===== config.mk =====
export PLATFORM = sky130hd
export DESIGN_NAME = redirect_ctrl
export DESIGN_NICKNAME = d
export VERILOG_FILES = /design/src/rtl/redirect_ctrl.sv
export SDC_FILE = /design/constraint.sdc
export NUM_CORES = 1
export LEC_CHECK = 0
export BUFFER_PORTS_ARGS = -buffer_cell sky130_fd_sc_hd__buf_2
export CELL_PAD_IN_SITES_DETAIL_PLACEMENT = 0
export CELL_PAD_IN_SITES_GLOBAL_PLACEMENT = 1
export CORE_UTILIZATION = 35
export CTS_CLUSTER_SIZE = 24
export DETAILED_ROUTE_END_ITERATION = 10
export MAX_ROUTING_LAYER = met4
export PLACE_DENSITY_LB_ADDON = 0.1
export SETUP_SLACK_MARGIN = 0.2
export SLEW_MARGIN = 20
export SYNTH_ARGS = -nofsm -noshare
export SYNTH_HDL_FRONTEND = slang
export SYNTH_SLANG_ARGS = --single-unit

===== constraint.sdc =====
create_clock -name clk -period 4.02 [get_ports clk]
set_input_delay 1.206 -clock clk [delete_from_list [all_inputs] [get_ports clk]]
set_output_delay 1.206 -clock clk [all_outputs]
set_load 0.01 [all_outputs]

===== src/rtl/redirect_ctrl.sv =====
// Front-end recovery sequencer: turns an ID-stage flush code into a PC
// redirect plus IF/ID flush, defers it across hazard stalls, masks the
// detector for a short shadow afterwards and keeps misprediction statistics.
module redirect_ctrl #(
  parameter int WORD_SIZE     = 16,
  parameter int CNT_WIDTH     = 16,
  parameter int SHADOW_CYCLES = 1
) (
  input  logic                 clk,
  input  logic                 reset_n,
  input  logic                 id_valid,
  input  logic [2:0]           flush_code,
  input  logic                 stall,
  input  logic [WORD_SIZE-1:0] jmp_target,
  input  logic [WORD_SIZE-1:0] br_target,
  input  logic [WORD_SIZE-1:0] pc_1_ID,
  input  logic [WORD_SIZE-1:0] jr_target,
  input  logic                 cnt_clear,
  output logic                 redirect_valid,
  output logic [WORD_SIZE-1:0] redirect_pc,
  output logic                 flush_if_id,
  output logic                 busy,
  output logic [CNT_WIDTH-1:0] mispred_cnt,
  output logic [CNT_WIDTH-1:0] br_mispred_cnt,
  output logic                 bad_code
);

  localparam logic [2:0] JMP_FLUSH = 3'd1;
  localparam logic [2:0] BR_FLUSH  = 3'd2;
  localparam logic [2:0] NBR_FLUSH = 3'd3;
  localparam logic [2:0] JR_FLUSH  = 3'd4;

  localparam int SW = $clog2(SHADOW_CYCLES + 1);
  localparam logic [SW-1:0] SHADOW_LOAD = SW'(SHADOW_CYCLES);
  localparam logic [SW-1:0] SHADOW_LAST = SW'(1);

  typedef enum logic [1:0] {
    IDLE    = 2'd0,
    PENDING = 2'd1,
    SHADOW  = 2'd2
  } state_t;

  state_t                 state_q, state_d;
  logic [WORD_SIZE-1:0]   tgt_q, tgt_d;
  logic [2:0]             code_q, code_d;
  logic [SW-1:0]          shad_q, shad_d;
  logic [CNT_WIDTH-1:0]   mis_q, mis_d;
  logic [CNT_WIDTH-1:0]   br_q, br_d;
  logic                   bad_q, bad_d;

  logic [WORD_SIZE-1:0]   sel_tgt;
  logic                   code_legal;
  logic                   code_illegal;
  logic                   detect;
  logic                   fire;
  logic                   fire_br;
  logic                   set_bad;

  // Live target mux and code classification.
  always_comb begin
    sel_tgt      = '0;
    code_legal   = 1'b0;
    code_illegal = (flush_code > JR_FLUSH);
    case (flush_code)
      JMP_FLUSH: begin sel_tgt = jmp_target; code_legal = 1'b1; end
      BR_FLUSH:  begin sel_tgt = br_target;  code_legal = 1'b1; end
      NBR_FLUSH: begin sel_tgt = pc_1_ID;    code_legal = 1'b1; end
      JR_FLUSH:  begin sel_tgt = jr_target;  code_legal = 1'b1; end
      default:   begin sel_tgt = '0;         code_legal = 1'b0; end
    endcase
  end

  // reset_n gates detection so no strobe can leak out while reset is held.
  assign detect = reset_n && id_valid && code_legal && (state_q == IDLE);

  // Next-state and Mealy strobe logic.
  always_comb begin
    state_d        = state_q;
    tgt_d          = tgt_q;
    code_d         = code_q;
    shad_d         = shad_q;
    fire           = 1'b0;
    fire_br        = 1'b0;
    set_bad        = 1'b0;
    redirect_pc    = '0;
    case (state_q)
      IDLE: begin
        if (detect) begin
          if (stall) begin
            tgt_d   = sel_tgt;
            code_d  = flush_code;
            state_d = PENDING;
          end else begin
            fire        = 1'b1;
            fire_br     = (flush_code == BR_FLUSH) || (flush_code == NBR_FLUSH);
            redirect_pc = sel_tgt;
            shad_d      = SHADOW_LOAD;
            state_d     = SHADOW;
          end
        end
        set_bad = reset_n && id_valid && code_illegal;
      end
      PENDING: begin
        if (!stall) begin
          fire        = 1'b1;
          fire_br     = (code_q == BR_FLUSH) || (code_q == NBR_FLUSH);
          redirect_pc = tgt_q;
          shad_d      = SHADOW_LOAD;
          state_d     = SHADOW;
        end
      end
      SHADOW: begin
        if (!stall) begin
          if (shad_q <= SHADOW_LAST) begin
            shad_d  = '0;
            state_d = IDLE;
          end else begin
            shad_d = shad_q - SW'(1);
          end
        end
      end
      default: state_d = IDLE;
    endcase
  end

  // Saturating statistics and sticky illegal-code flag; clear has priority.
  always_comb begin
    mis_d = mis_q;
    br_d  = br_q;
    bad_d = bad_q;
    if (cnt_clear) begin
      mis_d = '0;
      br_d  = '0;
      bad_d = 1'b0;
    end else begin
      if (fire && (mis_q != '1)) mis_d = mis_q + CNT_WIDTH'(1);
      if (fire_br && (br_q != '1)) br_d = br_q + CNT_WIDTH'(1);
      if (set_bad) bad_d = 1'b1;
    end
  end

  // Control state register.
  always_ff @(posedge clk or negedge reset_n) begin
    if (!reset_n) begin
      state_q <= IDLE;
      tgt_q   <= '0;
      code_q  <= '0;
      shad_q  <= '0;
    end else begin
      state_q <= state_d;
      tgt_q   <= tgt_d;
      code_q  <= code_d;
      shad_q  <= shad_d;
    end
  end

  // Statistics registers.
  always_ff @(posedge clk or negedge reset_n) begin
    if (!reset_n) begin
      mis_q <= '0;
      br_q  <= '0;
      bad_q <= 1'b0;
    end else begin
      mis_q <= mis_d;
      br_q  <= br_d;
      bad_q <= bad_d;
    end
  end

  assign redirect_valid = fire;
  assign flush_if_id    = fire;
  assign busy           = (state_q != IDLE);
  assign mispred_cnt    = mis_q;
  assign br_mispred_cnt = br_q;
  assign bad_code       = bad_q;

endmodule


======== After elaboration in Yosys (flattened, before gate mapping) ========
Index checks and enable logic that the tools add are counted.
W data, S select, Z words.
storage, ports and cells
  register bits after elaboration ......... 55
  latch bits .............................. 0
  memory bits (writable) .................. 0
  bits in read-only memories .............. 0
  input port bits ......................... 72
  logic and storage cells ................. 75
  memories kept ........................... 0
cells by class
  $add $sub $neg .......................... 3
  multiply operators ...................... 0
  divide/modulo/power cells ............... 0
  order comparisons ....................... 2
  equality and inequality tests ........... 14
  shift-type cells ........................ 0
  muxes and demuxes ....................... 31
  bitwise gates (word level) .............. 0
  reduce and logical (&&, ||, !) cells .... 18
operators with widths
  kind                     count
  $mux W16                 7
  $pmux W16 S4             1
  $add A16 B1 Y16 const B  2
  $ne A16 B16 Y1 const B   2
  $pmux W16 S2             1
  $mux W1                  13
  $eq A3 B2 Y1 const B     4
  $mux W2                  5
  $ne A2 B2 Y1 const B     4
  $reduce_bool A2 Y1       4
  $logic_and A1 B1 Y1      6
  $pmux W2 S3              1
  $reduce_and A3 Y1        2
  $pmux W1 S2              2
  $reduce_and A4 Y1        1
  $reduce_or A4 Y1         1
  $eq A3 B1 Y1 const B     1
  $eq A3 B3 Y1 const B     1
  $gt A3 B3 Y1 const B     1
  $pmux W1 S3              1
  $reduce_bool A3 Y1       1
  $eq A2 B1 Y1 const B     1
  $eq A2 B2 Y1 const B     1
  $logic_not A2 Y1         1
  other kinds (3)          4

======== Logic depth before layout (Yosys ltp) ========
  depth in word-level cells ............... 10
  mapped depth ............................ 7

======== Least setup slack after synthesis ========
Ideal clock, no wire load.
  kind .................................... input -> output
  start point ............................. input flush_code[0]
  end point ............................... output redirect_pc[0]
  arrival time ............................ 2.717 ns
  data required time ...................... 2.814 ns
  setup slack ............................. 0.097 ns
  stages on the path ...................... 6
  path through ............................ buf_2 > buf_1 > nor3b_1 > buf_2 > a21oi_1 > o21ai_0
on the way
  word-level cells in the longest chain between the ends .. 7
  elaborated cells between the ends (all ways) .. 12
RTL lines
  item                                        line  source
  start: declaration                          12    input logic [2:0] flush_code,
  $eq A3 B2 Y1, or another cell as far along  64    case (flush_code)
  $reduce_or A4 Y1 (no line)                  --
  $mux W1                                     64
  $logic_and A1 B1 Y1 (2 in series)           74    assign detect = reset_n && id_valid && code_legal && (state_q == IDLE);
  $mux W16 *                                  88    if (detect) begin
  $pmux W16 S2 *                              86    case (state_q)
  end: declaration                            20    output logic [WORD_SIZE-1:0] redirect_pc,
Every way passes the cells marked *; elsewhere a longest branch is shown, timed or not.

======== Worst setup path after layout ========
  start point ............................. input flush_code[1]
  end point ............................... output redirect_pc[1]
Same word-level chain as after synthesis.

==> results_tabular.tex <==
\begin{tabular}{lr}
\hline
Metric & Value \\
\hline
\multicolumn{2}{l}{\textbf{Outcome}} \\
Result of the run & finished clean \\
\multicolumn{2}{l}{\textbf{Detailed routing}} \\
Via density per instance & 5.20 \\
Routed wire length & 8390 µm \\
Initial DRC Count & 98 \\
Via count of the routed design & 3133 \\
Initial DRT Pass Iterations & 4 \\
Average wire per standard cell & 13.9 µm \\
Number of antenna-violating nets in the routed design & 0 \\
DR DRC count & 0 \\
\multicolumn{2}{l}{\textbf{Power}} \\
Internal power & 0.000793 W \\
Power Total & 0.00110 W \\
Comb pwr share & 17.7\% \\
Cell Pwr Density & 270 mW/mm² \\
Switching share of power & 28.2\% \\
Reg power frac & 54.6\% \\
P\_sw & 0.000312 W \\
Leakage power & 1.92 nW \\
Share of total power in the clock network & 27.7\% \\
Worst-case vdd ir drop & 136 µV \\
\multicolumn{2}{l}{\textbf{Floorplan}} \\
Count of standard-cell rows & 34 \\
Die X-Extent & 97.6 µm \\
Die outline height & 97.6 µm \\
Core region area & 0.00876 mm² \\
Count of pins on the block boundary & 124 \\
Die footprint & 0.00952 mm² \\
Initial core utilization & 36.5\% \\
\multicolumn{2}{l}{\textbf{Final layout}} \\
Diode count & 0 \\
Fin nets & 568 \\
Layout cells sized above 1 & 35.2\% \\
Area growth from synthesis to layout & 27.9\% \\
Number of fill cells in the layout & 930 \\
Post-Layout Cell Count & 603 \\
Share of the core filled with cells & 46.7\% \\
\multicolumn{2}{l}{\textbf{Min path}} \\
Source of the worst hold timing path & tgt\_q[1]\$\_DFFE\_PN0P\_ \\
Path category of the worst min-delay check & register to register \\
Hold path cells & 2 \\
\multicolumn{2}{l}{\textbf{Critical path}} \\
CP Data Arrival Time & 2.53 ns \\
CP Capture Type & output port \\
Launching point of the worst reg2reg path & state\_q[1]\$\_DFFE\_PN0P\_ \\
Class of the most critical setup path & primary input to output port \\
Critical path data required time & 2.81 ns \\
Category of the worst setup path launch point & primary input \\
Setup crit start & flush\_code[1] \\
Cells on worst reg2reg path & 6 \\
Largest fanout on the critical path & 14 \\
\multicolumn{2}{l}{\textbf{Yosys}} \\
Adder and majority cell fraction of the synthesized area & 0.783\% \\
Parity-gate share of the synthesized area counting xor and xnor cells & 3.29\% \\
Post-synthesis simple-gate area fraction & 23.6\% \\
Main combinational cell family by area after synthesis & simple AND/OR/NAND/NOR gates \\
Synthesized area per cell & 8.59 µm² \\
Synth top area cells & sky130\_fd\_sc\_hd\_\_dfrtp\_1 (41\%), sky130\_fd\_sc\_hd\_\_mux2\_2 (6.7\%), sky130\_fd\_sc\_hd\_\_o21ai\_0 (6.4\%) \\
Top cells by count, synth & sky130\_fd\_sc\_hd\_\_dfrtp\_1 (53), sky130\_fd\_sc\_hd\_\_nor2\_1 (44), sky130\_fd\_sc\_hd\_\_nand2\_1 (42) \\
Portion of the post-synthesis area used by sequential elements & 41.5\% \\
Most common cell in the synthesized netlist & sky130\_fd\_sc\_hd\_\_dfrtp\_1 \\
Synth top area share & 41.5\% \\
Cell type contributing the most total cell area after synthesis & sky130\_fd\_sc\_hd\_\_dfrtp\_1 \\
Total nets after synthesis & 446 \\
Instance count of the mapped netlist & 372 \\
Count of different cell masters after synthesis & 45 \\
Warnings from Yosys & 0 \\
Multiplexer fraction of the synthesized cell area & 7.67\% \\
Async set or reset register ratio after synthesis & 100\% \\
Predominant post-synthesis flop cell & sky130\_fd\_sc\_hd\_\_dfrtp\_1 \\
Seq cells post-synth & 53 \\
Post-synthesis compound-gate area fraction & 19.8\% \\
Number of enable flip-flop cells after synthesis & 0 \\
Synthesized area & 0.00320 mm² \\
\multicolumn{2}{l}{\textbf{Placed design}} \\
Port Buffers & 123 \\
Detailed placer's ending HPWL & 6200 µm \\
Placed instance count & 595 \\
Global placement routability congestion & 0.803 \\
\multicolumn{2}{l}{\textbf{Timing}} \\
Finish-stage setup viols & 0 \\
Maximum clock frequency & 268 MHz \\
Unrepaired setup endpoints after global routing & false \\
Slew headroom & 40.9\% \\
Tightest Pin Transition & 0.878 ns \\
Final max-slew violation count & 0 \\
Worst Clk Skew & 0.00530 ns \\
Share of the clock period used by the worst path after layout & 92.9\% \\
Number of hold violations in the final report & 0 \\
Final worst path period need & 3.73 ns \\
Setup TNS & 0 ns \\
\multicolumn{2}{l}{\textbf{Clock tree}} \\
CTS max path bufs & 2 \\
Clock tree from TritonCTS & yes \\
Number of levels the H-tree was split into & 2 \\
Number of buffers inserted during clock tree synthesis & 5 \\
Number of sinks driven by the clock tree & 53 \\
CTS clock-pin slew for the worst setup and hold paths & 0.10 ns \\
Root buf cell & sky130\_fd\_sc\_hd\_\_clkbuf\_8 \\
Clk\_lat worst skew & 0.31 ns \\
Hold buffer count at CTS & 0 \\
Buffers inserted by post-CTS timing repair & 0 \\
\multicolumn{2}{l}{\textbf{GRT}} \\
Via count of the first global-routing pass & 3082 \\
Overflow left after global routing & 0 \\
Overall Global Routing Usage & 18.7\% \\
Pin count of the biggest net entering global routing & 55 \\
Number of antenna violations at the first check in global routing & 0 \\
First-pass GRT wire length & 14400 µm \\
\multicolumn{2}{l}{\textbf{Run}} \\
Max-cap check violation count & 0 \\
\hline
\end{tabular}
critical path, stage by stage:
cell and delay (ns):
sky130_fd_sc_hd__clkbuf_4 0.19, sky130_fd_sc_hd__or3_1 0.40, sky130_fd_sc_hd__and2_1 0.20, sky130_fd_sc_hd__nand3_1 0.12, sky130_fd_sc_hd__buf_6 0.15, sky130_fd_sc_hd__o21ai_0 0.11
sky130_fd_sc_hd__buf_2 0.15
metal layers:
metal / share of wire (%) / GRT usage (%) / vias to the layer above
met1: 47 / 24.8 / 1432
met2: 46 / 30.0 / 107
met3: 5.6 / 3.24 / 6
li1: - / - / 1588
met5: 0 / - / -
met4: 0.88 / 4.07 / 0
path summary, 6_finish.rpt:
kind / endpoint / slack, ns
max reg2reg: br_mispred_cnt[13]$_DFFE_PN0P_ / 1.65
max in group asynchronous: bad_code$_DFFE_PN0P_ / 2.48
min: tgt_q[1]$_DFFE_PN0P_ / 0.49
min reg2reg: tgt_q[1]$_DFFE_PN0P_ / 0.49
max: redirect_pc[1] / 0.29
min in group asynchronous: br_mispred_cnt[4]$_DFFE_PN0P_ / 1.09
layout make-up:
cell class | instances | area, µm² | area share [%]
clock buffers | 6 | 72.6 | 1.77
inverters | 6 | 22.5 | 0.551
clock inverters | 2 | 15.0 | 0.367
multi-input cells | 293 | 1780 | 43.6
well taps | 108 | 135 | 3.30
flip-flops and latches | 53 | 1330 | 32.4
repair buffers | 135 | 734 | 18.0
cells in the final DEF, fill, tap and decap left out, drive strengths merged, types with 5 or more instances in the layout:
cell type,synthesis,final
inv,6,6
xnor2,9,9
nand4,7,7
o21ai,41,41
nand3,12,12
nand2,42,42
clkbuf,13,7
or3,8,8
nor4,7,7
dfrtp,53,53
nor2,44,44
mux2,20,20
nor2b,5,5
buf,7,134
a21oi,32,32
a22oi,15,15
power groups by stage:
stage | clock (W) | combinational [W] | sequential (W)
after floorplan | 0 | 0.000112 | 0.000608
after global placement | 0 | 0.000193 | 0.000612
after detailed placement | 0 | 0.000196 | 0.000614
after CTS | 0.000322 | 0.000195 | 0.000604
after global routing | 0.000343 | 0.000224 | 0.000611
final | 0.000306 | 0.000195 | 0.000603
registers in the layout (all words and copies together), names as in the netlist:
name            count
bad_code            1
br_mispred_cnt     16
code_q              2
state_q             2
tgt_q              16
mispred_cnt        16
cell families after synthesis:
logic type	Yosys count
simple gates	152
compound gates	105
flops	53
buf+inv	26
mux	22
xor+xnor	12
fa+ha+maj	2
stage by stage:
stage               setup WS (ns)  hold WS [ns]  instance area [µm²]
global placement            0.176         0.461                 3970
finish                      0.285         0.487                 4090
floorplan                   0.265         0.450                 3200
global route                0.208         0.509                 4090
detailed placement          0.155         0.470                 3970
CTS                         0.228         0.493                 4060
repair_timing:
action	CTS	global route
endpoints found under the hold margin	0	0
endpoints found under the setup margin	4	15
gates resized for setup	1	9
No activity file was read; power rests on OpenSTA's default activity.
